## config.mk

```make
export PLATFORM = sky130hd
export DESIGN_NAME = mem_arbiter_flat
export DESIGN_NICKNAME = d
export VERILOG_FILES = /design/src/rtl/mem_arbiter_if.sv /design/src/rtl/mem_arbiter.sv /design/src/flat_wrapper.sv
export SDC_FILE = /design/constraint.sdc
export NUM_CORES = 1
export LEC_CHECK = 0
export ABC_AREA = 1
export BUFFER_PORTS_ARGS = -buffer_cell sky130_fd_sc_hd__buf_2
export CAP_MARGIN = 20
export CELL_PAD_IN_SITES_DETAIL_PLACEMENT = 0
export CELL_PAD_IN_SITES_GLOBAL_PLACEMENT = 1
export CORE_ASPECT_RATIO = 0.8
export CORE_MARGIN = 4
export CORE_UTILIZATION = 37
export CTS_BUF_LIST = sky130_fd_sc_hd__clkbuf_4
export DETAILED_ROUTE_END_ITERATION = 10
export GPL_TIMING_DRIVEN = 0
export PLACE_DENSITY = 0.95
export RECOVER_POWER = 100
export SYNTH_ARGS = -nofsm -noshare
export SYNTH_HDL_FRONTEND = slang
export SYNTH_SLANG_ARGS = --single-unit
```

## constraint.sdc

```tcl
create_clock -name iClk -period 6.18 [get_ports iClk]
set_input_delay 0.309 -clock iClk [delete_from_list [all_inputs] [get_ports iClk]]
set_output_delay 0.309 -clock iClk [all_outputs]
set_load 0.02 [all_outputs]
```

## src/rtl/mem_arbiter_if.sv

```systemverilog
// Pipeline-side (IF/ME) and external-bus signals of mem_arbiter.
// slave = arbiter side, master = pipeline + bus environment side.
interface mem_arbiter_if #(
    parameter int ADDR_W = 32,
    parameter int DATA_W = 32
);
    localparam int BE_W = DATA_W / 8;

    logic              iIF_req;
    logic [ADDR_W-1:0] iIF_addr;
    logic              iFlush_IF;
    logic              oIF_ack;
    logic [DATA_W-1:0] oIF_rdata;
    logic              iME_req;
    logic              iME_we;
    logic [ADDR_W-1:0] iME_addr;
    logic [DATA_W-1:0] iME_wdata;
    logic [BE_W-1:0]   iME_be;
    logic              oME_ack;
    logic [DATA_W-1:0] oME_rdata;
    logic              oStall_IF;
    logic              oStall_ME;
    logic              oBus_req;
    logic              oBus_we;
    logic [ADDR_W-1:0] oBus_addr;
    logic [DATA_W-1:0] oBus_wdata;
    logic [BE_W-1:0]   oBus_be;
    logic              iBus_ack;
    logic [DATA_W-1:0] iBus_rdata;
    logic              oBus_err;

    modport slave (
        input  iIF_req, iIF_addr, iFlush_IF,
        input  iME_req, iME_we, iME_addr, iME_wdata, iME_be,
        input  iBus_ack, iBus_rdata,
        output oIF_ack, oIF_rdata, oME_ack, oME_rdata,
        output oStall_IF, oStall_ME,
        output oBus_req, oBus_we, oBus_addr, oBus_wdata, oBus_be,
        output oBus_err
    );

    modport master (
        output iIF_req, iIF_addr, iFlush_IF,
        output iME_req, iME_we, iME_addr, iME_wdata, iME_be,
        output iBus_ack, iBus_rdata,
        input  oIF_ack, oIF_rdata, oME_ack, oME_rdata,
        input  oStall_IF, oStall_ME,
        input  oBus_req, oBus_we, oBus_addr, oBus_wdata, oBus_be,
        input  oBus_err
    );
endinterface

```

## src/rtl/mem_arbiter.sv

```systemverilog
// IF/ME arbiter onto one single-port memory bus, ME priority with bounded streak.
// Define MEMARB_TIMEOUT_EN to abandon bus waits after TIMEOUT_CYCLES (oBus_err).
module mem_arbiter #(
    parameter int ADDR_W         = 32,
    parameter int DATA_W         = 32,
    parameter int ME_STREAK_MAX  = 4,
    parameter int TIMEOUT_CYCLES = 255
) (
    input logic          iClk,
    input logic          nRst,
    mem_arbiter_if.slave bus
);
    localparam int BE_W = DATA_W / 8;
    localparam int SW = (ME_STREAK_MAX > 0) ? $clog2(ME_STREAK_MAX + 1) : 1;
    localparam logic [SW-1:0] STREAK_MAX = SW'(ME_STREAK_MAX);

    typedef enum logic [1:0] {IDLE, IF_BUS, ME_BUS, RESP} state_t;

    state_t            state_q, state_d;
    logic [SW-1:0]     streak_q, streak_d;
    logic              kill_q, kill_d;
    logic              bus_req_q, bus_req_d;
    logic              bus_we_q, bus_we_d;
    logic [ADDR_W-1:0] bus_addr_q, bus_addr_d;
    logic [DATA_W-1:0] bus_wdata_q, bus_wdata_d;
    logic [BE_W-1:0]   bus_be_q, bus_be_d;
    logic              bus_err_q, bus_err_d;
    logic              if_ack_q, if_ack_d;
    logic [DATA_W-1:0] if_rdata_q, if_rdata_d;
    logic              me_ack_q, me_ack_d;
    logic [DATA_W-1:0] me_rdata_q, me_rdata_d;
    logic              me_elig;
    logic              in_bus;
    logic              tmo_hit;
    logic [DATA_W-1:0] done_data;

    assign in_bus = (state_q == IF_BUS) || (state_q == ME_BUS);

`ifdef MEMARB_TIMEOUT_EN
    localparam int TW = $clog2(TIMEOUT_CYCLES + 1);
    logic [TW-1:0] tmo_q, tmo_d;

    always_comb begin
        tmo_d = '0;
        if (in_bus) tmo_d = tmo_q + 1'b1;
    end

    assign tmo_hit = in_bus && !bus.iBus_ack &&
                     (tmo_q == TW'(TIMEOUT_CYCLES - 1));

    always_ff @(posedge iClk or posedge nRst) begin
        if (nRst) tmo_q <= '0;
        else      tmo_q <= tmo_d;
    end
`else
    logic unused_tmo;
    assign unused_tmo = ^TIMEOUT_CYCLES;
    assign tmo_hit = 1'b0;
`endif

    // A timed-out transfer completes with zero data.
    assign done_data = bus.iBus_ack ? bus.iBus_rdata : '0;

    assign me_elig = bus.iME_req &&
                     (!bus.iIF_req || (ME_STREAK_MAX == 0) ||
                      (streak_q < STREAK_MAX));

    always_comb begin
        state_d     = state_q;
        streak_d    = streak_q;
        kill_d      = kill_q;
        bus_req_d   = bus_req_q;
        bus_we_d    = bus_we_q;
        bus_addr_d  = bus_addr_q;
        bus_wdata_d = bus_wdata_q;
        bus_be_d    = bus_be_q;
        bus_err_d   = 1'b0;
        if_ack_d    = 1'b0;
        if_rdata_d  = if_rdata_q;
        me_ack_d    = 1'b0;
        me_rdata_d  = me_rdata_q;
        if (!bus.iIF_req) streak_d = '0;
        unique case (state_q)
            IDLE: begin
                if (me_elig) begin
                    state_d     = ME_BUS;
                    bus_req_d   = 1'b1;
                    bus_we_d    = bus.iME_we;
                    bus_addr_d  = bus.iME_addr;
                    bus_wdata_d = bus.iME_wdata;
                    bus_be_d    = bus.iME_be;
                    if (bus.iIF_req && (streak_q < STREAK_MAX))
                        streak_d = streak_q + 1'b1;
                end else if (bus.iIF_req && !bus.iFlush_IF) begin
                    state_d    = IF_BUS;
                    bus_req_d  = 1'b1;
                    bus_we_d   = 1'b0;
                    bus_addr_d = bus.iIF_addr;
                    bus_be_d   = '1;
                    streak_d   = '0;
                end
            end
            IF_BUS, ME_BUS: begin
                if (state_q == IF_BUS && bus.iFlush_IF) kill_d = 1'b1;
                if (bus.iBus_ack || tmo_hit) begin
                    state_d   = RESP;
                    bus_req_d = 1'b0;
                    bus_err_d = tmo_hit;
                    if (state_q == IF_BUS) begin
                        if (!(kill_q || bus.iFlush_IF)) begin
                            if_ack_d   = 1'b1;
                            if_rdata_d = done_data;
                        end
                    end else begin
                        me_ack_d = 1'b1;
                        if (!bus_we_q || tmo_hit) me_rdata_d = done_data;
                    end
                end
            end
            RESP: begin
                state_d = IDLE;
                kill_d  = 1'b0;
            end
            default: state_d = IDLE;
        endcase
    end

    always_ff @(posedge iClk or posedge nRst) begin
        if (nRst) begin
            state_q     <= IDLE;
            streak_q    <= '0;
            kill_q      <= 1'b0;
            bus_req_q   <= 1'b0;
            bus_we_q    <= 1'b0;
            bus_addr_q  <= '0;
            bus_wdata_q <= '0;
            bus_be_q    <= '0;
            bus_err_q   <= 1'b0;
            if_ack_q    <= 1'b0;
            if_rdata_q  <= '0;
            me_ack_q    <= 1'b0;
            me_rdata_q  <= '0;
        end else begin
            state_q     <= state_d;
            streak_q    <= streak_d;
            kill_q      <= kill_d;
            bus_req_q   <= bus_req_d;
            bus_we_q    <= bus_we_d;
            bus_addr_q  <= bus_addr_d;
            bus_wdata_q <= bus_wdata_d;
            bus_be_q    <= bus_be_d;
            bus_err_q   <= bus_err_d;
            if_ack_q    <= if_ack_d;
            if_rdata_q  <= if_rdata_d;
            me_ack_q    <= me_ack_d;
            me_rdata_q  <= me_rdata_d;
        end
    end

    assign bus.oIF_ack    = if_ack_q;
    assign bus.oIF_rdata  = if_rdata_q;
    assign bus.oME_ack    = me_ack_q;
    assign bus.oME_rdata  = me_rdata_q;
    assign bus.oStall_IF  = bus.iIF_req & ~if_ack_q;
    assign bus.oStall_ME  = bus.iME_req & ~me_ack_q;
    assign bus.oBus_req   = bus_req_q;
    assign bus.oBus_we    = bus_we_q;
    assign bus.oBus_addr  = bus_addr_q;
    assign bus.oBus_wdata = bus_wdata_q;
    assign bus.oBus_be    = bus_be_q;
    assign bus.oBus_err   = bus_err_q;
endmodule

```

## src/flat_wrapper.sv

```systemverilog
// flat-port wrapper written by rule: the top's interface ports become plain ports
module mem_arbiter_flat 
#(
    parameter int ADDR_W         = 32,
    parameter int DATA_W         = 32,
    parameter int ME_STREAK_MAX  = 4,
    parameter int TIMEOUT_CYCLES = 255
)
  (iClk, nRst, bus_iIF_req, bus_iIF_addr, bus_iFlush_IF, bus_iME_req, bus_iME_we, bus_iME_addr, bus_iME_wdata, bus_iME_be, bus_iBus_ack, bus_iBus_rdata, bus_oIF_ack, bus_oIF_rdata, bus_oME_ack, bus_oME_rdata, bus_oStall_IF, bus_oStall_ME, bus_oBus_req, bus_oBus_we, bus_oBus_addr, bus_oBus_wdata, bus_oBus_be, bus_oBus_err);
  mem_arbiter_if #(.ADDR_W(ADDR_W), .DATA_W(DATA_W)) bus_i ();
  input logic iClk;
  input logic nRst;
  input wire logic [$bits(bus_i.iIF_req)-1:0] bus_iIF_req;
  input wire logic [$bits(bus_i.iIF_addr)-1:0] bus_iIF_addr;
  input wire logic [$bits(bus_i.iFlush_IF)-1:0] bus_iFlush_IF;
  input wire logic [$bits(bus_i.iME_req)-1:0] bus_iME_req;
  input wire logic [$bits(bus_i.iME_we)-1:0] bus_iME_we;
  input wire logic [$bits(bus_i.iME_addr)-1:0] bus_iME_addr;
  input wire logic [$bits(bus_i.iME_wdata)-1:0] bus_iME_wdata;
  input wire logic [$bits(bus_i.iME_be)-1:0] bus_iME_be;
  input wire logic [$bits(bus_i.iBus_ack)-1:0] bus_iBus_ack;
  input wire logic [$bits(bus_i.iBus_rdata)-1:0] bus_iBus_rdata;
  output wire logic [$bits(bus_i.oIF_ack)-1:0] bus_oIF_ack;
  output wire logic [$bits(bus_i.oIF_rdata)-1:0] bus_oIF_rdata;
  output wire logic [$bits(bus_i.oME_ack)-1:0] bus_oME_ack;
  output wire logic [$bits(bus_i.oME_rdata)-1:0] bus_oME_rdata;
  output wire logic [$bits(bus_i.oStall_IF)-1:0] bus_oStall_IF;
  output wire logic [$bits(bus_i.oStall_ME)-1:0] bus_oStall_ME;
  output wire logic [$bits(bus_i.oBus_req)-1:0] bus_oBus_req;
  output wire logic [$bits(bus_i.oBus_we)-1:0] bus_oBus_we;
  output wire logic [$bits(bus_i.oBus_addr)-1:0] bus_oBus_addr;
  output wire logic [$bits(bus_i.oBus_wdata)-1:0] bus_oBus_wdata;
  output wire logic [$bits(bus_i.oBus_be)-1:0] bus_oBus_be;
  output wire logic [$bits(bus_i.oBus_err)-1:0] bus_oBus_err;
  assign bus_i.iIF_req = bus_iIF_req;
  assign bus_i.iIF_addr = bus_iIF_addr;
  assign bus_i.iFlush_IF = bus_iFlush_IF;
  assign bus_i.iME_req = bus_iME_req;
  assign bus_i.iME_we = bus_iME_we;
  assign bus_i.iME_addr = bus_iME_addr;
  assign bus_i.iME_wdata = bus_iME_wdata;
  assign bus_i.iME_be = bus_iME_be;
  assign bus_i.iBus_ack = bus_iBus_ack;
  assign bus_i.iBus_rdata = bus_iBus_rdata;
  assign bus_oIF_ack = bus_i.oIF_ack;
  assign bus_oIF_rdata = bus_i.oIF_rdata;
  assign bus_oME_ack = bus_i.oME_ack;
  assign bus_oME_rdata = bus_i.oME_rdata;
  assign bus_oStall_IF = bus_i.oStall_IF;
  assign bus_oStall_ME = bus_i.oStall_ME;
  assign bus_oBus_req = bus_i.oBus_req;
  assign bus_oBus_we = bus_i.oBus_we;
  assign bus_oBus_addr = bus_i.oBus_addr;
  assign bus_oBus_wdata = bus_i.oBus_wdata;
  assign bus_oBus_be = bus_i.oBus_be;
  assign bus_oBus_err = bus_i.oBus_err;
  mem_arbiter #(.ADDR_W(ADDR_W), .DATA_W(DATA_W), .ME_STREAK_MAX(ME_STREAK_MAX), .TIMEOUT_CYCLES(TIMEOUT_CYCLES)) u_core (.iClk(iClk), .nRst(nRst), .bus(bus_i));
endmodule
```

==> results of run 1 <==
-- cell type report --
| type | instances | area, um^2 | share of cell area (%) |
|---|---|---|---|
| flip-flops and latches | 142 | 3550 | 41.0 |
| repair buffers | 369 | 2160 | 25.0 |
| multi-input cells | 420 | 1900 | 22.0 |
| inverters | 77 | 290 | 3.35 |
| well taps | 215 | 269 | 3.11 |
| clock inverters | 15 | 185 | 2.14 |
| plain buffers | 39 | 165 | 1.91 |
| clock buffers | 17 | 128 | 1.47 |
| diodes | 2 | 5.00 | 0.0578 |
-- metal layers --
layer  GRT usage, %  up-vias  share of wire, %
li1               -     2916                 -
met1           26.5     2829                41
met2           36.7      231                47
met3           8.25       32               9.6
met4           7.09        0               2.0
met5              0        -                 0
-- power by group --
group | switching [mW] | leakage [nW] | internal (mW)
clock network | 0.373 | 0.161 | 0.287
registers | 0.250 | 1.76 | 1.37
logic | 1.34 | 2.59 | 0.544
-- through the flow --
step | total power, mW | hold WS (ns) | instances | utilization [%]
global placement | 3.56 | 0.456 | 1168 | 48.2
detailed placement | 3.61 | 0.404 | 1169 | 48.4
finish | 4.17 | 0.0509 | 1296 | 55.0
CTS | 4.32 | 0.00202 | 1294 | 56.3
global route | 4.49 | 0.0124 | 1294 | 54.9
floorplan | 2.83 | 0.419 | 678 | -
-- worst reg2reg max path, stage by stage, from the launching register on --
cell and delay (ns):
dfrtp_1 0.43, inv_1 0.10, ha_1 0.24, nand3_1 0.35, nand2_1 0.24, clkbuf_1 0.43, clkbuf_1 0.49, o211ai_1 0.21
nand2_1 0.10
-- sequential cells by signal, indices dropped and copies added (netlist names) --
signal,cells
u_core.bus.oBus_addr,32
u_core.bus.oBus_be,4
u_core.bus.oBus_req,1
u_core.bus.oBus_wdata,32
u_core.bus.oBus_we,1
u_core.bus.oIF_ack,1
u_core.bus.oIF_rdata,32
u_core.bus.oME_ack,1
u_core.bus.oME_rdata,32
u_core.kill_q,1
u_core.state_q,2
u_core.streak_q,3
-- how the worst min path moves through the flow --
| stage | depth (start not counted) | end | from |
|---|---|---|---|
| 6_report | 3 | u_core.bus.oIF_rdata[20] | bus_iBus_rdata[20] |
| 5_1_grt | 3 | u_core.bus.oME_rdata[30] | bus_iBus_rdata[30] |
| 4_1_cts | 3 | u_core.bus.oBus_addr[12] | bus_iME_addr[12] |
| 3_5_place_dp | 2 | u_core.bus.oBus_wdata[24] | nRst |
| 3_3_place_gp | 2 | u_core.bus.oBus_req | u_core.bus.oBus_req |
| 2_1_floorplan | 2 | u_core.bus.oBus_wdata[0] | bus_iME_wdata[0] |
-- Yosys cell counts (all sizes together) --
master and instances:
conb 1, a21oi 2, buf 21, o22ai 1, dfrtp 142, o211ai 32
ha 5, clkbuf 18, nor2 17, nor3 1, inv 77, o21ai 68
nand4 2, nand2 246, nand3 43, or2 2
-- cell usage in the layout, fill, tap and decap left out, drive strengths merged, types with 2 or more instances in the layout --
cell type | synthesis | layout
o21ai | 68 | 68
ha | 5 | 5
or2 | 2 | 2
nor2 | 17 | 17
clkinv | 0 | 5
nand4 | 2 | 2
buf | 21 | 147
nand2 | 246 | 246
bufinv | 0 | 3
dfrtp | 142 | 142
clkinvlp | 0 | 3
o211ai | 32 | 32
diode | 0 | 2
clkbuf | 18 | 185
dlygate4sd3 | 0 | 93
inv | 77 | 81
a21oi | 2 | 2
nand3 | 43 | 43
-- what timing repair did --
action / CTS / global route
hold buffers: 93 / 0
hold endpoints to repair: 170 / 0
buffers inserted: 0 / 0
-- cells by family (layout without fill, tap and decap cells) --
family | after synthesis | in the layout
fa+ha+maj | 5 | 5
buf+inv | 116 | 517
compound gates | 103 | 103
flops | 142 | 142
simple gates | 311 | 311
other cells | 1 | 3
==> out/metrics.csv, run 1 <==
stage,metric,value,unit
critical_path,WP data required,6.65,ns
synthesis,"Seq/Total Area, Yosys",59.7,%
synthesis,Ys Warns,0,
floorplan,row cnt,41,
synthesis,post-synthesis compound-gate area fraction,10.0,%
synthesis,"FF+latch count, synth",142,
critical_path,WS Path Type,reg -> reg,
synthesis,synth top area cells,"dfrtp_1 60%, nand2_1 15%, o21ai_0 5.7%, inv_1 4.8%, o211ai_1 4.0%",
sta,minimum clock period,2.63,ns
critical_path,Reg2Reg Setup Slack,3.55,ns
power_and_ir_drop,Max IR drop VDD,0.291,mV
final_layout,Finished Cell Area,8660,um^2
placed_design,Port Buffer Count,275,
synthesis,Syn Area/Cell,8.77,um^2
synthesis,Cells after Synth,678,
outcome,status,finished with violations,
critical_path,Crit. End Element,flop,
floorplan,core area,15700,um^2
floorplan,die area,18200,um^2
sta,Clock Skew,0.0155,ns
drt,total routed wirelength,19.9,mm
placed_design,DPL Wire Length,13.5,mm
drt,detailed-route DRC error count,0,
critical_path,worst reg2reg path endpoint,u_core.bus.oBus_addr[0],
critical_path,CP Max Fanout,10,
sta,Worst Max-Slew Pin Slew,2.54,ns
final_layout,Fill cells,1520,
sta,Final period util,42.6,%
synthesis,Post-Syn Nets,822,
global_routing,antenna violations before repair,0,
outcome,failing checks,"max-capacitance violations, max-slew violations",
final_layout,Final nets,1210,
synthesis,Yosys cell types,21,
placed_design,Post-Place Cell Area,7630,um^2
critical_path,worst path bufs/invs,3,
critical_path,Levels on crit path,8,
global_routing,vias in the first global route,6220,
critical_path,CP max stage cell,clkbuf_1,
floorplan,Initial Utilization,37.8,%
sta,final hold vios,0,
sta,Final WS setup,3.55,ns
drt,WL per Instance,15.3,um
clocking,clk_lat worst skew,0.53,ns
synthesis,area share of the largest cell type after synthesis,59.7,%
sta,Fmax achieved,0.380,GHz
critical_path,Worst path top cell family by delay,buffers and inverters,
clocking,Num CTS Buffers,17,
critical_path,CP Cell Sequence,inv_1 > ha_1 > nand3_1 > nand2_1 > clkbuf_1 > clkbuf_1 > o211ai_1 > nand2_1,
drt,Iter 0 DRT Violations,296,
global_routing,first-pass GRT wire length,31.7,mm
drt,vias,6008,
clocking,CTS H-tree lvls,4,
synthesis,mux cell area share after synthesis,0,%
clocking,# resized after CTS,0,
placed_design,dpl ws,3.98,ns
critical_path,Worst R2R Path Depth,8,
synthesis,synthesized cell area,5950,um^2
global_routing,total track usage,22.0,%
final_layout,area grow syn2layout,45.6,%
sta,RSZ-0062 raised after global routing,false,
clocking,CTS Buffer Depth,2,
sta,"Slew Viols, Final",57,
synthesis,Synth Area in XOR/XNOR,0,%
sta,max_slew headroom,-70.2,%
sta,final setup fails,0,
synthesis,post-synth top area cell,dfrtp_1,
sta,setup tns final,0,ns
critical_path,CP arrival,3.10,ns
synthesis,area share of and/or/nand/nor cells after synthesis,21.0,%
clocking,TritonCTS clock tree,yes,
critical_path,CP peak stage delay,0.49,ns
clocking,CTS Root Cell,clkbuf_4,
clocking,clock tree sinks,142,
synthesis,Post-Synth Adder-Cell Area,1.05,%
critical_path,Critical Path Source,u_core.state_q[0],
drt,final antenna-violating net count,0,
placed_design,RePlAce Congestion,0.801,
drt,TritonRoute pass-1 iters,5,
synthesis,combinational family with the most area after synthesis,simple AND/OR/NAND/NOR gates,
final_layout,layout cells sized above 1,17.0,%
clocking,Clock transition at path regs,0.14,ns
critical_path,worst r2r src,u_core.state_q[0],
drt,Avg Vias per Cell,4.64,
global_routing,grt total ovfl,0,
min_path,Hold WC Path Type,in -> reg,
critical_path,crit path capture,u_core.bus.oBus_addr[0],
global_routing,largest net degree at the start of global routing,87,
power_and_ir_drop,Leakage Power,4.51,nW
floorplan,Die Y,121,um
job,MaxCap Viol Count,1,
floorplan,Ports,278,
floorplan,Die Span X,150,um
critical_path,Critical Path Start Type,flop,
power_and_ir_drop,power per standard cell area,481,nW/um^2
No activity file was read; power rests on OpenSTA's default activity.
==> run 2: changes to the inputs <==
Settings changed: CORE_UTILIZATION 37 to 31, PLACE_DENSITY 0.95 to 0.89.
Clock period 6.18 ns to 2.15 ns, I/O delays scaled along.
==> run 2 against run 1 <==
The flow now finishes without violations. Via count increased by 4.8%. Global-route usage decreased by 2.9 points. Clock power increased by 140%. Flip-flop and latch count unchanged. Sequential share of layout area decreased by 2.3 points. Routed wire length increased by 5.5%. Maximum frequency increased by 37%. Total power increased to 2.8 times the previous value. Die area increased by 18%. Critical path type unchanged. Count of clock-buffer cells in the layout unchanged. Final cell count increased by 6.9%.
==> out/metrics.csv, run 2 (same netlist as run 1, synthesis figures left out) <==
stage,metric,value,unit
global_routing,first-pass GRT wire length,33.2,mm
sta,RSZ-0062 raised after global routing,false,
clocking,CTS H-tree lvls,4,
power_and_ir_drop,Leakage Power,4.74,nW
critical_path,Critical Path Start Type,flop,
sta,Final period util,89.3,%
critical_path,CP arrival,2.39,ns
floorplan,Die Y,132,um
placed_design,DP Cell Count,1215,
clocking,CTS Root Cell,clkbuf_4,
final_layout,area grow syn2layout,54.2,%
final_layout,highest-count cells in the layout ignoring fill and taps,"243 x nand2_1, 154 x clkbuf_1, 146 x buf_2",
critical_path,worst path bufs/invs,2,
critical_path,Crit. End Element,flop,
drt,total routed wirelength,21.0,mm
min_path,Hold WC Path Type,in -> reg,
drt,vias,6296,
critical_path,CP Cell Sequence,inv_1 > ha_1 > nand3_1 > nand2_1 > clkbuf_2 > o211ai_1 > nand2_1,
critical_path,CP Max Fanout,10,
global_routing,antenna violations before repair,0,
final_layout,fin cells,1386,
final_layout,layout cells sized above 1,18.2,%
sta,Hold WS,0.296,ns
global_routing,total track usage,19.1,%
final_layout,Finished Cell Area,9170,um^2
floorplan,Initial Utilization,31.4,%
placed_design,Port Buffer Count,275,
floorplan,die area,21500,um^2
drt,detailed-route DRC error count,0,
sta,Clock Skew,0.0252,ns
critical_path,CP peak stage delay,0.44,ns
clocking,TritonCTS clock tree,yes,
critical_path,WS Path Type,reg -> reg,
global_routing,vias in the first global route,6481,
drt,final antenna-violating net count,0,
global_routing,grt total ovfl,0,
outcome,status,completed,
clocking,CTS Buffer Depth,2,
global_routing,largest net degree at the start of global routing,44,
final_layout,Final nets,1258,
clocking,"Setup Fix Bufs, Post-CTS",0,
placed_design,RePlAce Congestion,0.805,
floorplan,Ports,278,
job,MaxCap Viol Count,0,
sta,final setup fails,0,
placed_design,DPL Wire Length,14.0,mm
clocking,clock tree sinks,142,
clocking,clk_lat worst skew,0.54,ns
critical_path,Worst path top cell family by delay,simple AND/OR/NAND/NOR gates,
floorplan,row cnt,45,
sta,"Slew Viols, Final",0,
final_layout,"most common cell after layout, fill and taps aside",nand2_1,
drt,Iter 0 DRT Violations,396,
critical_path,cell mode on critical path,nand2_1,
drt,TritonRoute pass-1 iters,5,
floorplan,Die Span X,163,um
drt,Avg Vias per Cell,4.54,
critical_path,WP data required,2.62,ns
clocking,Num CTS Buffers,17,
drt,WL per Instance,15.1,um
sta,minimum clock period,1.92,ns
sta,final hold vios,0,
sta,max_slew headroom,35.7,%
placed_design,Post-Place Cell Area,7740,um^2
critical_path,CP max stage cell,dfrtp_1,
floorplan,core area,18900,um^2
power_and_ir_drop,power per standard cell area,1290,nW/um^2
power_and_ir_drop,Max IR drop VDD,0.715,mV
sta,Worst Max-Slew Pin Slew,0.959,ns
sta,Fmax achieved,0.521,GHz
clocking,Clock transition at path regs,0.14,ns
run 2: changes by cell type in the layout (fill, tap and decap cells not counted), moves of 2 or more:
cell / delta
clkinv_1: -2
buf_2: +3
inv_8: +2
clkbuf_2: +11
clkinv_2: +2
buf_6: +2
bufinv_16: -3
clkbuf_1: -14
dlygate4sd3_1: +45
run 2: stage by stage:
step / power (mW) / worst slack (ns) / TNS, ns / util (%)
after global routing: 12.7 / 0.0750 / 0 / 48.5
after global placement: 10.2 / -0.691 / -97.18 / 40.4
after detailed placement: 10.4 / -0.0478 / -0.169 / 40.9
after floorplan: 8.12 / 0.265 / 0 / -
final: 11.8 / 0.229 / 0 / 48.5
after CTS: 12.2 / 0.0540 / 0 / 49.6
run 2: routing by layer:
| metal | vias up | global-route usage, % | part of all wire (%) |
|---|---|---|---|
| met5 | - | 0 | 0 |
| met4 | 0 | 6.15 | 2.5 |
| met3 | 43 | 7.85 | 10 |
| met2 | 322 | 31.5 | 46 |
| met1 | 2925 | 22.9 | 41 |
| li1 | 3006 | - | - |
run 2: power by group:
group / total [mW] / switching [mW] / internal, mW
Clock: 1.60 / 1.11 / 0.494
Sequential: 4.66 / 0.725 / 3.93
Combinational: 5.55 / 3.88 / 1.67
Total: 11.8 / 5.71 / 6.10
run 2: worst min-delay path: cells and delay by family:
| kind | cells | cell delay [ns] |
|---|---|---|
| AND/OR/NAND/NOR | 2 | 0.09 |
| buffers and inverters | 2 | 0.60 |
run 2: layout make-up:
| class | instances | area, um^2 |
|---|---|---|
| antenna | 1 | 2.50 |
| buffer | 39 | 195 |
| clock buffer | 17 | 128 |
| clock inverter | 15 | 128 |
| fill | 1847 | 9750 |
| inverter | 77 | 290 |
| multi-input combinational | 420 | 1910 |
| sequential | 142 | 3550 |
| tap | 258 | 323 |
| timing repair buffer | 417 | 2640 |
run 2: path summary, 6_finish.rpt:
kind / slack [ns] / endpoint / from / cells after the start
max in group asynchronous: 0.55 / u_core.state_q[1] / nRst / 4
hold reg to reg: 0.49 / u_core.bus.oBus_req / u_core.bus.oBus_req / 2
hold / removal: 0.30 / u_core.bus.oBus_wdata[15] / bus_iME_wdata[15] / 4
setup reg to reg: 0.23 / u_core.bus.oBus_addr[9] / u_core.state_q[0] / 7
min in group asynchronous: 0.32 / u_core.bus.oBus_wdata[15] / nRst / 3
setup / recovery: 0.23 / u_core.bus.oBus_addr[9] / u_core.state_q[0] / 7
run 2: repair_timing:
action / in CTS / in global routing
gates resized for setup: 1 / 11
setup endpoints to repair: 21 / 24
pin swaps: 0 / 0
hold endpoints to repair: 240 / 0
hold buffers: 138 / 0
==> run 3: changes to the inputs <==
Settings changed: CORE_ASPECT_RATIO 0.8 to default, CORE_UTILIZATION 31 to 30, PLACE_DENSITY 0.89 to 0.87.
==> run 3 against run 2 <==
The run now ends with max-capacitance violations, max-slew violations left. Count of clock-buffer cells in the layout unchanged. Utilization down 1.2 points. First-iteration DRC count down 44%. Total power up 2.0%. Hold slack worse by 0.0093 ns. Die area up 3.1%. Clock power up 19%. Maximum frequency down 1.6%. Highest routed layer unchanged.
==> out/metrics.csv, run 3 (same netlist as run 1, synthesis figures left out) <==
stage,metric,value,unit
outcome,status,finished with violations,
outcome,failing checks,"max-capacitance violations, max-slew violations",
critical_path,WP data required,2.65,ns
sta,max_slew headroom,-0.343,%
floorplan,core area,19500,um^2
floorplan,die area,22100,um^2
final_layout,Final nets,1257,
final_layout,"most common cell after layout, fill and taps aside",nand2_1,
sta,final hold vios,0,
sta,Hold WS,0.287,ns
critical_path,crit path capture,u_core.bus.oBus_addr[1],
final_layout,highest-count cells in the layout ignoring fill and taps,"242 x nand2_1, 155 x clkbuf_1, 144 x buf_2",
placed_design,Post-Place Cell Area,7720,um^2
clocking,Num CTS Buffers,17,
final_layout,layout cells sized above 1,17.9,%
drt,final antenna-violating net count,0,
drt,total routed wirelength,20.3,mm
clocking,TritonCTS clock tree,yes,
floorplan,row cnt,51,
critical_path,CP Cell Sequence,inv_1 > ha_1 > nand3_1 > nand2_2 > buf_6 > buf_6 > o211ai_1 > nand2_1,
drt,TritonRoute pass-1 iters,6,
sta,Clock Skew,0.0132,ns
sta,"Slew Viols, Final",1,
global_routing,largest net degree at the start of global routing,43,
final_layout,Fill cells,1892,
critical_path,CP arrival,2.45,ns
clocking,CTS Buffer Depth,2,
sta,RSZ-0062 raised after global routing,true,
clocking,clk_lat worst skew,0.55,ns
power_and_ir_drop,Max IR drop VDD,0.750,mV
critical_path,WS Path Type,reg -> reg,
clocking,CTS Root Cell,clkbuf_4,
sta,Final period util,90.8,%
critical_path,CP peak stage delay,0.45,ns
drt,WL per Instance,14.6,um
drt,Avg Vias per Cell,4.41,
global_routing,vias in the first global route,6523,
final_layout,Finished Cell Area,9190,um^2
critical_path,worst r2r src,u_core.state_q[0],
placed_design,DP Cell Count,1221,
clocking,Clock transition at path regs,0.14,ns
floorplan,Ports,278,
final_layout,fin cells,1392,
power_and_ir_drop,power per standard cell area,1310,nW/um^2
sta,setup tns final,0,ns
sta,minimum clock period,1.95,ns
drt,vias,6138,
sta,final setup fails,0,
critical_path,Reg2Reg Setup Slack,0.20,ns
placed_design,Port Buffer Count,275,
placed_design,RePlAce Congestion,0.776,
floorplan,Die Y,149,um
placed_design,DPL Wire Length,14.0,mm
critical_path,Critical Path Source,u_core.state_q[0],
sta,Fmax achieved,0.512,GHz
power_and_ir_drop,Tot Pwr,12.0,mW
floorplan,Initial Utilization,30.6,%
critical_path,CP max stage cell,dfrtp_1,
critical_path,cell mode on critical path,buf_6,
drt,Iter 0 DRT Violations,221,
global_routing,antenna violations before repair,1,
global_routing,first-pass GRT wire length,32.8,mm
critical_path,worst reg2reg path endpoint,u_core.bus.oBus_addr[1],
critical_path,Worst R2R Path Depth,8,
job,MaxCap Viol Count,1,
floorplan,Die Span X,149,um
sta,Worst Max-Slew Pin Slew,1.50,ns
drt,detailed-route DRC error count,0,
final_layout,area grow syn2layout,54.6,%
critical_path,Critical Path Start Type,flop,
min_path,Hold WC Path Type,in -> reg,
clocking,clock tree sinks,142,
critical_path,Crit. End Element,flop,
power_and_ir_drop,Leakage Power,4.74,nW
global_routing,total track usage,18.4,%
critical_path,CP Max Fanout,10,
clocking,"Setup Fix Bufs, Post-CTS",0,
clocking,CTS H-tree lvls,4,
global_routing,grt total ovfl,0,
-- run 3: what timing repair did --
action                                 4_1_cts  5_1_grt
resized for setup                            1        8
gates cloned                                 0        0
endpoints found under the hold margin      172        0
setup endpoints to repair                   16       22
hold buffers                               138        0
-- run 3: worst min-delay path by stage --
stage / from / to / slack, ns / cells past startpoint
3_5_place_dp: bus_iME_wdata[4] / u_core.bus.oBus_wdata[4] / 0.31 / 3
4_1_cts: nRst / u_core.bus.oME_ack / 0.21 / 3
6_report: bus_iME_wdata[21] / u_core.bus.oBus_wdata[21] / 0.29 / 4
3_3_place_gp: bus_iME_wdata[18] / u_core.bus.oBus_wdata[18] / 0.30 / 3
5_1_grt: bus_iME_wdata[4] / u_core.bus.oBus_wdata[4] / 0.22 / 4
2_1_floorplan: bus_iME_wdata[0] / u_core.bus.oBus_wdata[0] / 0.22 / 2
-- run 3: critical path: cells and delay by family (launching register included) --
family / cells / cell delay (ns)
AO/OA/AOI/OAI: 1 / 0.16
adder cells (fa/ha/maj): 1 / 0.24
buffers and inverters: 3 / 0.44
flip-flops: 1 / 0.45
AND/OR/NAND/NOR: 3 / 0.62
-- run 3: final cells by class --
class                      count  area (um^2)  area share [%]
antenna                        1         2.50          0.0272
buffer                        39          194            2.11
clock buffer                  17          128            1.39
clock inverter                15          184            2.00
inverter                      77          290            3.16
multi-input combinational    420         1910            20.7
sequential                   142         3550            38.6
tap                          265          332            3.61
timing repair buffer         416         2610            28.3
-- run 3: where the power goes --
part           internal (mW)  switching (mW)  total, mW
sequential              3.93           0.715       4.65
clock                  0.823            1.09       1.91
combinational           1.66            3.83       5.48
total                   6.42            5.63       12.0
-- run 3: metrics by stage --
stage	utilization [%]	setup WS, ns
2_1_floorplan	-	0.265
3_3_place_gp	39.4	-0.743
3_5_place_dp	39.7	-0.0183
4_1_cts	48.4	0.0585
5_1_grt	47.2	-0.0284
6_report	47.2	0.198
-- run 3: metal layers --
| layer | global-route usage [%] | up-vias | part of all wire (%) |
|---|---|---|---|
| li1 | - | 3010 | - |
| met1 | 21.5 | 2859 | 41 |
| met2 | 31.8 | 237 | 49 |
| met3 | 6.62 | 32 | 8.7 |
| met4 | 5.81 | 0 | 2.2 |
| met5 | 0 | - | 0 |
